**config.mk**
```make
export PLATFORM = sky130hd
export DESIGN_NAME = mux_scan_ctrl
export DESIGN_NICKNAME = d
export VERILOG_FILES = /design/src/rtl/mux_scan_ctrl.sv
export SDC_FILE = /design/constraint.sdc
export NUM_CORES = 1
export LEC_CHECK = 0
export BUFFER_PORTS_ARGS = -buffer_cell sky130_fd_sc_hd__buf_4
export CORE_MARGIN = 5
export CORE_UTILIZATION = 46
export CTS_BUF_LIST = sky130_fd_sc_hd__clkbuf_8
export CTS_CLUSTER_SIZE = 8
export DETAILED_ROUTE_END_ITERATION = 10
export PLACE_DENSITY_LB_ADDON = 0.05
export SLEW_MARGIN = 10
export SYNTH_ARGS = -nofsm -noshare
export SYNTH_HDL_FRONTEND = slang
export SYNTH_SLANG_ARGS = --single-unit
```
**constraint.sdc**
```tcl
create_clock -name clk -period 3.3 [get_ports clk]
set_input_delay 0 -clock clk [delete_from_list [all_inputs] [get_ports clk]]
set_output_delay 0 -clock clk [all_outputs]
set_load 0.02 [all_outputs]
```
**src/rtl/mux_scan_ctrl.sv**
```systemverilog
// mux_scan_ctrl: steps a 4:1 mux over enabled channels, settles, captures y and hands it off.
// Define MUX_SCAN_CONT_EN for continuous scanning (only stop ends a pass).
module mux_scan_ctrl (
    input  logic       clk,
    input  logic       rst_n,
    input  logic       start,
    input  logic       stop,
    input  logic [3:0] mask,
    input  logic [3:0] dwell,
    input  logic       y,
    input  logic       ready,
    output logic [1:0] s,
    output logic       sample,
    output logic [1:0] ch,
    output logic       valid,
    output logic       busy
);
    typedef enum logic [1:0] {IDLE, SETTLE, HOLD} state_t;
    state_t state, state_d;
    logic [3:0] mask_q, mask_q_d, dwell_q, dwell_q_d, cnt, cnt_d;
    logic [1:0] s_d, ch_d, first, nxt, s1, s2, s3;
    logic sample_d, valid_d, stop_q, stop_q_d, wrap, done;
    assign busy  = state != IDLE;
    assign first = mask[0] ? 2'd0 : mask[1] ? 2'd1 : mask[2] ? 2'd2 : 2'd3;
    assign s1    = s + 2'd1;
    assign s2    = s + 2'd2;
    assign s3    = s + 2'd3;
    // nearest enabled channel above s, wrapping; a lone channel succeeds itself
    assign nxt   = mask_q[s1] ? s1 : mask_q[s2] ? s2 : mask_q[s3] ? s3 : s;
    assign wrap  = nxt <= s;
`ifdef MUX_SCAN_CONT_EN
    assign done  = stop_q | stop;
`else
    assign done  = stop_q | stop | wrap;
`endif
    always_comb begin
        state_d   = state;
        s_d       = s;
        ch_d      = ch;
        sample_d  = sample;
        valid_d   = valid;
        cnt_d     = cnt;
        mask_q_d  = mask_q;
        dwell_q_d = dwell_q;
        stop_q_d  = stop_q | (stop & busy);
        case (state)
            IDLE: if (start && mask != 4'd0) begin
                mask_q_d  = mask;
                dwell_q_d = dwell;
                s_d       = first;
                cnt_d     = dwell;
                state_d   = SETTLE;
            end
            SETTLE: if (cnt == 4'd0) begin
                sample_d = y;
                ch_d     = s;
                valid_d  = 1'b1;
                state_d  = HOLD;
            end else begin
                cnt_d = cnt - 4'd1;
            end
            HOLD: if (ready) begin
                valid_d = 1'b0;
                if (done) begin
                    state_d  = IDLE;
                    s_d      = 2'd0;
                    stop_q_d = 1'b0;
                end else begin
                    s_d     = nxt;
                    cnt_d   = dwell_q;
                    state_d = SETTLE;
                end
            end
            default: state_d = IDLE;
        endcase
    end
    always_ff @(posedge clk or negedge rst_n) begin
        if (!rst_n) begin
            state   <= IDLE;
            s       <= 2'd0;
            ch      <= 2'd0;
            sample  <= 1'b0;
            valid   <= 1'b0;
            cnt     <= 4'd0;
            mask_q  <= 4'd0;
            dwell_q <= 4'd0;
            stop_q  <= 1'b0;
        end else begin
            state   <= state_d;
            s       <= s_d;
            ch      <= ch_d;
            sample  <= sample_d;
            valid   <= valid_d;
            cnt     <= cnt_d;
            mask_q  <= mask_q_d;
            dwell_q <= dwell_q_d;
            stop_q  <= stop_q_d;
        end
    end
endmodule
```
==> results.sh <==
export IMPL_clockBufferDepth=2
export IMPL_place_congestion=0.849
export IMPL_ys_ff_latch=21
export IMPL_die_area_um2=3830
export IMPL_fin_crit_ns=2.71
export IMPL_route_detailed_drc=0
export IMPL_powerDensity_nw_per_um2=979
export IMPL_tns_ns=0
export IMPL_cts_root_buffer="clkbuf_8"
export IMPL_drive_gt1_share_pct=29.1
export IMPL_crit_type="flip-flop to flip-flop"
export IMPL_drt_iter0_drc=40
export IMPL_syn_area_um2=1240
export IMPL_die_width_um=61.9
export IMPL_setup_viol=0
export IMPL_clkTransAtPathRegs_ns=0.08
export IMPL_grt_overflow_total=0
export IMPL_cts_tree="done"
export IMPL_vias=992
export IMPL_fmax_mhz=369
export IMPL_synthesis_nets=139
export IMPL_syn_inst=118
export IMPL_syn_area_per_cell_um2=10.5
export IMPL_final_cell_mix="21 x dfrtp_1, 20 x buf_4, 14 x mux2_2"
export IMPL_io_buffer_count=20
export IMPL_core_area_um2=2520
export IMPL_fillerInstances=225
export IMPL_area_growth_pct=25.2
export IMPL_synth_cell_type_count=35
export IMPL_min_path_cells=2
export IMPL_seq_area_frac_synth_pct=42.5
export IMPL_clock_skew_ns=0.00200
export IMPL_rows=18
export IMPL_drv_cap=0
export IMPL_drt_first_pass_iters=4
export IMPL_numCtsBuffers=3
export IMPL_finalCritPeriodShare_pct=82.1
export IMPL_cp_data_required_time_ns=3.45
export IMPL_multi_input_area_um2=666
export IMPL_crit_slowest_cell="a2111oi_4"
export IMPL_grt_pass1_wl_um=4510
export IMPL_synth_largest_area_cell="dfrtp_1"
export IMPL_critical_path_max_fanout=7
export IMPL_tightestPinTransition_ns=0.707
export IMPL_clock_latency_ns=0.26
export IMPL_ios=21
export IMPL_rsz0062_at_grt="no"
export IMPL_initial_core_util_pct=49.1
export IMPL_grt_usage_pct=16.4
export IMPL_status="finished, final reports clean"
export IMPL_ys_warn_count=0
export IMPL_nets=170
export IMPL_finalMaxSlewViolations=0
export IMPL_end_kind="flip-flop"
export IMPL_hold_start="mask[0]"
export IMPL_hold_slack_ns=0.00762
export IMPL_place_hpwl_um=1980
export IMPL_cp_startpoint="s[0]$_DFFE_PN0P_"
export IMPL_antenna_found_initial=0
export IMPL_relSlewSlack_pct=52.2
export IMPL_ys_top_cells_by_area="dfrtp_1 42%, mux2_2 13%, ha_1 7.1%, a21oi_1 3.2%, inv_1 2.7%"
export IMPL_htreeDepth=1
export IMPL_ff2ff_path_depth=8
export IMPL_crit_arrival_ns=2.87
export IMPL_ir_worst_vdd_mv=0.518
export IMPL_finalHoldViolCount=0
export IMPL_antenna_left=0
export IMPL_totalWireLength_um=2650
export IMPL_post_cts_repair_setup_buffers=0
export IMPL_cts_sinks=21
export IMPL_p_leak_uw=0.000695
export IMPL_seqCellArea_um2=526
export IMPL_hold_class="input pin to flip-flop"
export IMPL_post_drt_wl_per_cell_um=14.9
export IMPL_grt_max_degree=22
export IMPL_worstSetupStartpointType="flip-flop"
export IMPL_antenna_cells=0
export IMPL_slowest_delay_ns=0.50
export IMPL_reg2reg_from="s[0]$_DFFE_PN0P_"
export IMPL_grt_pass1_vias=974
export IMPL_synth_top_cell_area_share_pct=42.5
export IMPL_layout_commonest_cell="dfrtp_1"
export IMPL_crit_chain="nand2b_1 > o21ai_0 > a21oi_1 > ha_1 > a211oi_2 > o211ai_1 > a2111oi_4 > mux2_2"
export IMPL_via_per_inst=5.57
export IMPL_die_h_um=61.9
==> sequential cells by signal (all words and copies together), names as in the netlist, 2 cells and up <==
| name | count |
|---|---|
| s | 2 |
| dwell_q | 4 |
| state | 2 |
| cnt | 4 |
| ch | 2 |
| mask_q | 4 |
==> worst max-delay path, delay by kind of cell, from the launching register on <==
family          cells  cell delay, ns
compound gates      5            1.30
fa+ha+maj           1            0.27
flops               1            0.48
mux                 1            0.38
simple gates        1            0.16
==> power by group <==
group          leakage, uW  switching [uW]  internal (uW)
combinational     0.000424             435            414
sequential        0.000246             108            386
clock            0.0000255            89.5           84.3
total             0.000695             632            884
==> path summary, 6_finish.rpt <==
path / endpoint / slack [ns]
max reg2reg: cnt[2]$_DFFE_PN0P_ / 0.59
min reg2reg: ch[1]$_DFFE_PN0P_ / 0.51
max: cnt[2]$_DFFE_PN0P_ / 0.59
min: mask_q[0]$_DFFE_PN0P_ / 0.008
min in group asynchronous: s[0]$_DFFE_PN0P_ / 0.16
max in group asynchronous: state[0]$_DFFE_PN0P_ / 2.92
==> cells by family (layout without fill, tap and decap cells) <==
family                     after synthesis  count (layout)  synth area share, %
AOI/OAI and AO/OA                       33              33                 19.6
xor gates and xnor gates                 1               1                0.708
adders and majority gates                7               7                 7.08
buffers and inverters                   12              42                 3.74
DFF                                     21              21                 42.5
muxes                                   16              16                 14.4
and+or+nand+nor                         28              28                 12.0
==> Yosys cell counts (all sizes together) <==
master	count
a2111oi	1
a211o	1
a211oi	1
a21oi	8
a22o	2
a22oi	3
a31oi	3
and2	1
buf	2
clkbuf	1
dfrtp	21
ha	7
inv	9
mux2	14
mux2i	2
nand2	5
nand2b	3
nor2	9
nor2b	3
nor3	2
nor3b	1
nor4	1
o211ai	2
o21a	2
o21ai	6
o22a	1
o311ai	1
o31a	1
o41ai	1
or2	1
or3	1
or3b	1
xor2	1
==> metal layers <==
layer	up-vias	global-route usage, %	part of all wire (%)
met3	4	3.72	7.3
li1	489	-	-
met2	32	27.4	46
met4	0	7.88	1.9
met5	-	0	0
met1	467	19.9	45
==> per-stage QoR <==
stage               std cells  utilization (%)  cell area [um2]  worst slack (ns)  power [uW]
finish                    178             61.4             1550             0.589        1520
global route              178             61.4             1550             0.464        1660
detailed placement        165             56.0             1410             0.600        1340
global placement          165             56.0             1410             0.685        1310
floorplan                 118                -             1240             0.712        1110
CTS                       178             61.4             1550             0.591        1530
==> cell type report <==
class	instances	area share [%]
multi-input combinational	85	43.0
inverter	9	2.18
clock inverter	1	0.323
sequential	21	33.9
timing repair buffer	29	15.5
tap	30	2.42
clock buffer	3	2.67
==> what timing repair did <==
| item | 4_1_cts | 5_1_grt |
|---|---|---|
| hold endpoints to repair | 29 | 0 |
| gates resized for setup | 0 | 0 |
| hold buffers | 9 | 0 |
No activity file was read; power rests on OpenSTA's default activity.
